`src/rtl/multiplier_controller_taint_track_1bit.sv`:
```
// rtl/multiplier_controller_taint_track_1bit.sv - shift-add multiplier control FSM with 1-bit taint tracking
//
// Drives the taint-tracking sequential multiplier datapath one multiplier bit
// at a time: LOAD once, then a TEST/SHIFT pair per bit, then a one-cycle DONE.
//
// Ports:
//   clk, rst_n                     clock, asynchronous active-low reset
//   start, start_t                 begin a multiply (sampled in IDLE) and its taint
//   multiplierReg, multiplierReg_t registered multiplier from the datapath and its taint
//   mdld, mrld, rsclear            load multiplicand / multiplier, clear result (LOAD)
//   rsload                         add multiplicand into result (TEST, when bit set)
//   rsshr                          advance to the next bit (SHIFT)
//   *_t                            taint of each strobe, valid in every state
//   busy                           high whenever the FSM is not idle
//   done, done_t                   one-cycle completion pulse and its taint

module multiplier_controller_taint_track_1bit #(
    parameter int WIDTH = 1024,
    parameter int CNT_W = $clog2(WIDTH)
) (
    input  logic             clk,
    input  logic             rst_n,
    input  logic             start,
    input  logic             start_t,
    input  logic [WIDTH-1:0] multiplierReg,
    input  logic             multiplierReg_t,
    output logic             mdld,
    output logic             mrld,
    output logic             rsclear,
    output logic             rsload,
    output logic             rsshr,
    output logic             mdld_t,
    output logic             mrld_t,
    output logic             rsclear_t,
    output logic             rsload_t,
    output logic             rsshr_t,
    output logic             busy,
    output logic             done,
    output logic             done_t
);

    typedef enum logic [2:0] {
        S_IDLE,
        S_LOAD,
        S_TEST,
        S_SHIFT,
        S_DONE
    } state_e;

    localparam logic [CNT_W-1:0] CNT_LAST = CNT_W'(WIDTH - 1);

    state_e           state_q, state_d;
    logic [CNT_W-1:0] cnt_q, cnt_d;
    logic             ctrl_t_q, ctrl_t_d;

    always_ff @(posedge clk or negedge rst_n) begin
        if (!rst_n) begin
            state_q  <= S_IDLE;
            cnt_q    <= '0;
            ctrl_t_q <= 1'b0;
        end else begin
            state_q  <= state_d;
            cnt_q    <= cnt_d;
            ctrl_t_q <= ctrl_t_d;
        end
    end

    always_comb begin
        state_d  = state_q;
        cnt_d    = cnt_q;
        ctrl_t_d = ctrl_t_q;
        mdld     = 1'b0;
        mrld     = 1'b0;
        rsclear  = 1'b0;
        rsload   = 1'b0;
        rsshr    = 1'b0;
        done     = 1'b0;
        busy     = (state_q != S_IDLE);

        case (state_q)
            S_IDLE: begin
                if (start) begin
                    state_d  = S_LOAD;
                    cnt_d    = '0;
                    ctrl_t_d = start_t;
                end else begin
                    // Declining to start on a tainted start is itself a tainted decision.
                    ctrl_t_d = ctrl_t_q | start_t;
                end
            end
            S_LOAD: begin
                mdld    = 1'b1;
                mrld    = 1'b1;
                rsclear = 1'b1;
                state_d = S_TEST;
            end
            S_TEST: begin
                // Mealy on the registered multiplier: the branch is data-dependent.
                rsload   = multiplierReg[cnt_q];
                ctrl_t_d = ctrl_t_q | multiplierReg_t;
                state_d  = S_SHIFT;
            end
            S_SHIFT: begin
                rsshr = 1'b1;
                if (cnt_q == CNT_LAST) begin
                    state_d = S_DONE;
                end else begin
                    cnt_d   = cnt_q + 1'b1;
                    state_d = S_TEST;
                end
            end
            S_DONE: begin
                done    = 1'b1;
                state_d = S_IDLE;
            end
            default: begin
                state_d = S_IDLE;
            end
        endcase
    end

    // Control-flow taint: every strobe carries the sticky operation taint whether
    // or not it is asserted. rsload also folds in the current-cycle multiplier
    // taint, since ctrl_t only absorbs it at the end of the TEST cycle.
    always_comb begin
        mdld_t    = ctrl_t_q;
        mrld_t    = ctrl_t_q;
        rsclear_t = ctrl_t_q;
        rsshr_t   = ctrl_t_q;
        done_t    = ctrl_t_q;
        rsload_t  = ctrl_t_q | ((state_q == S_TEST) & multiplierReg_t);
    end

endmodule

```
`config.mk`:
```
export PLATFORM = sky130hd
export DESIGN_NAME = multiplier_controller_taint_track_1bit
export DESIGN_NICKNAME = d
export VERILOG_FILES = /design/src/rtl/multiplier_controller_taint_track_1bit.sv
export SDC_FILE = /design/constraint.sdc
export NUM_CORES = 1
export LEC_CHECK = 0
export CORE_AREA = 3 3 404 406
export CTS_BUF_LIST = sky130_fd_sc_hd__clkbuf_8 sky130_fd_sc_hd__clkbuf_16
export CTS_CLUSTER_SIZE = 14
export DETAILED_ROUTE_END_ITERATION = 8
export DIE_AREA = 0 0 407 409
export PLACE_DENSITY_LB_ADDON = 0.15
export SYNTH_ARGS = -nofsm -noshare
export SYNTH_HDL_FRONTEND = slang
export SYNTH_SLANG_ARGS = --single-unit
```
`constraint.sdc`:
```
create_clock -name clk -period 4.03 [get_ports clk]
set_input_delay 0.6045 -clock clk [delete_from_list [all_inputs] [get_ports clk]]
set_output_delay 0.6045 -clock clk [all_outputs]
set_load 0.02 [all_outputs]
```
## Word-level counts from Yosys, hierarchy flattened

Cells that the tools add are included.

- Add/sub/neg operators: 1
- $lt $le $gt $ge: 1
- Equality and inequality tests: 7
- Multiplexer cells: 14
- Bitwise operators: 4
- Reductions and logical operators: 5

Operators by type and width:

| operator | number |
|---|---|
| $mux W10 | 2 |
| $pmux W10 S2 | 1 |
| $pmux W3 S4 | 1 |
| $lt A10 B11 Y1 const B | 1 |
| $add A10 B1 Y10 const B | 1 |
| $bmux W1 S10 | 1 |
| $eq A10 B10 Y1 const B | 1 |
| $eq A3 B2 Y1 const B | 2 |
| $mux W1 | 6 |
| $mux W3 | 2 |
| $ne A2 B2 Y1 const B | 2 |
| $reduce_bool A2 Y1 | 2 |
| $eq A3 B1 Y1 const B | 1 |
| $eq A3 B3 Y1 const B | 1 |
| $logic_not A3 Y1 | 1 |
| $or A1 B1 Y1 | 3 |
| $reduce_and A3 Y1 | 1 |
| $reduce_bool A3 Y1 | 1 |
| $pmux W1 S2 | 1 |
| $and A1 B1 Y1 | 1 |

- Bits in registers: 14
- Input port bits: 1,029
- Output and inout bits: 13

## Longest topological paths before layout

- Word-level depth: 3
- Depth in mapped cells: 14
- Depth with buffers taken out: 9

## Worst setup path after synthesis

Ideal clock, no wire load.

- Kind: flip-flop to output port
- Start point: register cnt_q[0]
- End point: output port rsload
- Data arrival time: 2,654 ps
- Slack: 771 ps
- Cell stages (with the launch flop): 13
- Cell sequence: dfrtp_1 -> buf_6 -> buf_12 -> buf_12 -> buf_12 -> mux2i_1 -> a221oi_2 -> a21oi_1 -> or3_1 -> nand3_1 -> a31oi_1 -> o311a_1 -> o41ai_2

- Cells in the longest elaborated chain, start to end: 3

Ends and longest elaborated chain:

| what | line | source |
|---|---|---|
| from (decl) | 53 | `logic [CNT_W-1:0] cnt_q, cnt_d;` |
| from (signal assigned) | 63 | `cnt_q <= cnt_d;` |
| $bmux W1 S10 | 99 | `rsload = multiplierReg[cnt_q];` |
| $mux W1 (implied by the code) | 99 |  |
| $mux W1 | 80 | `case (state_q)` |
| to (decl) | 30 | `output logic rsload,` |

Every way passes these cells. The select of a mux whose other input is x is not followed.

## Final worst setup path

Same ends and word-level chain as after synthesis.

==> results.toml <==
[critical_path]
cpPeakStageDelay_ns = 0.53
cp_top_family = "compound AO/OA/AOI/OAI gates"
end_kind = "primary output"
worst_path_max_delay_cell = "mux4_2"
cp_cell_sequence = "buf_12, buf_12, buf_16, buf_16, mux4_2, a221oi_4, buf_6, nor3b_1, a211oi_4, o2111ai_4, nand4bb_4, o41ai_4, buf_6"
crit_arrival_ns = 3.62
cp.required_ns = 3.43
crit_type = "reg -> out"
path_buf_inv = 6
crit_path_start_kind = "flop"
worst-path-max-fanout = 7

[yosys]
synth_xor_area_share_pct = 0.561
synth_edf_count = 0
avgSynthCellArea_um2 = 11.9
synthCells = 790
synth_simple_gate_area_share_pct = 7.81
yosys.area_share.adder_pct = 0.134
yosysWarnings = 0
yosysTopAreaCell = "mux4_2"
synth_top_area_share_pct = 49.5
synth_cell_types = 67
ys_seq_area_share_pct = 3.74
synth-async-reset-ratio_pct = 100
synthesis.nets = 1820
netlist_area_um2 = 9370
synth_compound_area_share_pct = 15.4
synth_top_family_by_area = "multiplexers"
ys_ff_latch = 14
yosys-mux-area-fraction_pct = 64.5
synth_ff_type = "dfrtp_1"
synth_area_leaders = "mux4_2 50%, mux2i_1 9.7%, mux4_1 5.0%"

[timing]
rsz0062_at_grt = "yes"
finalClockSkew_ns = 0.00378
fmax_mhz = 237
final_hold_viol_count = 0
setup_viol = 1
tightest_slew_ns = 0.752
period_share_pct = 105
period_needed_ns = 4.22
drv_slew = 0
setup_slack_ns = -0.191
slew_headroom_pct = 49.7
holdWs_ns = 0.564

[detailed_routing]
initialDrtViolationCount = 598
wl_um = 124000
drcViolationCount = 0
wl_per_cell_um = 30.3
drtPass1Iterations = 5
ant_nets = 0
viasPerCell = 3.25
num_vias = 13300

[clock_tree]
clock-root-buffer = "clkbuf_16"
clock_path_buffers = 2
clk_pin_slew_ns = 0.05
numCtsBuffers = 3
htreeDepth = 1
clock-sinks = 14
cts_tree = "yes"
holdBufCountCts = 0
clk_latency_ns = 0.25

[power]
power_density_nw_per_um2 = 450
peakVddDrop_v = 0.000207
totalPowerFinal_mw = 11.1
p_leak_nw = 8.28

[floorplan]
die_y_um = 409
dieArea_um2 = 166000
start_util_pct = 5.85
rows = 147
die_w_um = 407
ios = 1042
coreArea_um2 = 160000

[global_routing]
globalRoute.totalOverflow = 0
grt_antenna_before_repair = 34
grt_pass1_vias = 15300
grt_pass1_wl_um = 155000
grt_max_degree = 63
track_usage_pct = 14.1

[place]
io_buffers = 1041
place_inst = 4043
place_ws_ns = -0.988
gp_congestion = 1.04
hpwlAfterDp_um = 109000

[final_layout]
final_common_cell = "clkdlybuf4s50_1"
synthToLayoutAreaGrowth_pct = 163
final_nets = 2962
instances_no_fill = 4101
mostFrequentLayoutCells = "1040 x clkdlybuf4s50_1, 210 x mux4_2, 149 x buf_4, 80 x mux2i_1, 38 x nand2_1"
drive_gt1_share_pct = 26.4

[status]
status = "finished with violations"
violations = "setup timing"

[min_path]
hold_path_class = "reg -> reg"

[run]
drv_cap = 0
## registers in the layout (all words and copies together) (netlist names)
signal,count
done_t,1
state_q,3
cnt_q,10
## area by class of cell
type	instances	area, um^2
Antenna cell	10	25.0
Clock buffer	4	88.8
Fill cell	17900	136000
Inverter	6	30.0
Multi-Input combinational cell	664	8840
Sequential cell	14	370
Tap cell	2160	2700
Timing Repair Buffer	1243	12600
## stage by stage
stage          TNS, ns  instance area, um^2  util [%]
6_report        -0.191                24700      15.4
4_1_cts         -0.263                24500      15.3
5_1_grt         -0.256                24700      15.4
2_1_floorplan        0                 9370         -
3_3_place_gp    -0.968                23300      14.5
3_5_place_dp    -0.988                23300      14.5
## report_power, final
group	switching, mW	internal [mW]	total [mW]
clock	0.0697	0.151	0.221
sequential	0.187	0.186	0.373
combinational	5.58	4.94	10.5
total	5.84	5.27	11.1
## cells in the mapped netlist (all sizes together) (3+ instances only)
cell type,instances
mux4,224
mux2i,91
buf,74
a21oi,39
nand2,39
a22oi,32
clkbuf,32
nor2,27
a221oi,25
nand3,19
o21ai,18
o221ai,15
dfrtp,14
a211oi,11
nor2b,11
a22o,10
a31oi,7
and2,7
nand4,7
inv,6
nor3,6
o22ai,6
or3,6
o211ai,4
xor2,4
a2111oi,3
a221o,3
and3,3
nor3b,3
nor4,3
o2111ai,3
## cell families after synthesis
logic type	after synthesis
multiplexers	317
AO/OA/AOI/OAI	196
AND/OR/NAND/NOR	144
buffers and inverters	112
flip-flops	14
XOR/XNOR	6
adder cells (fa/ha/maj)	1
## final timing paths
kind	endpoint	slack, ns	depth (start not counted)	startpoint
max reg2reg	cnt_q[8]$_DFFE_PN0P_	0.99	12	cnt_q[0]$_DFFE_PN0P_
max	rsload	-0.19	13	cnt_q[0]$_DFFE_PN0P_
max in group asynchronous	cnt_q[3]$_DFFE_PN0P_	2.68	1	rst_n
min reg2reg	state_q[2]$_DFFE_PN0P_	0.56	1	state_q[2]$_DFFE_PN0P_
min in group asynchronous	state_q[2]$_DFFE_PN0P_	0.80	1	rst_n
min	state_q[2]$_DFFE_PN0P_	0.56	1	state_q[2]$_DFFE_PN0P_
## what timing repair did
item	CTS	global route
endpoints found under the hold margin	0	0
pin swaps	26	14
cloned	5	2
setup buffers	36	1
resized for setup	122	16
endpoints found under the setup margin	1	1
## per-layer routing
metal / up-vias / track usage (%) / share of wire [%]
met5: - / 0 / 0.0089
met1: 6834 / 16.5 / 40
met3: 54 / 2.32 / 5.3
met2: 601 / 27.1 / 54
met4: 2 / 1.98 / 1.1
li1: 5820 / - / -
Note: power is estimated with default switching activity, not from simulation.
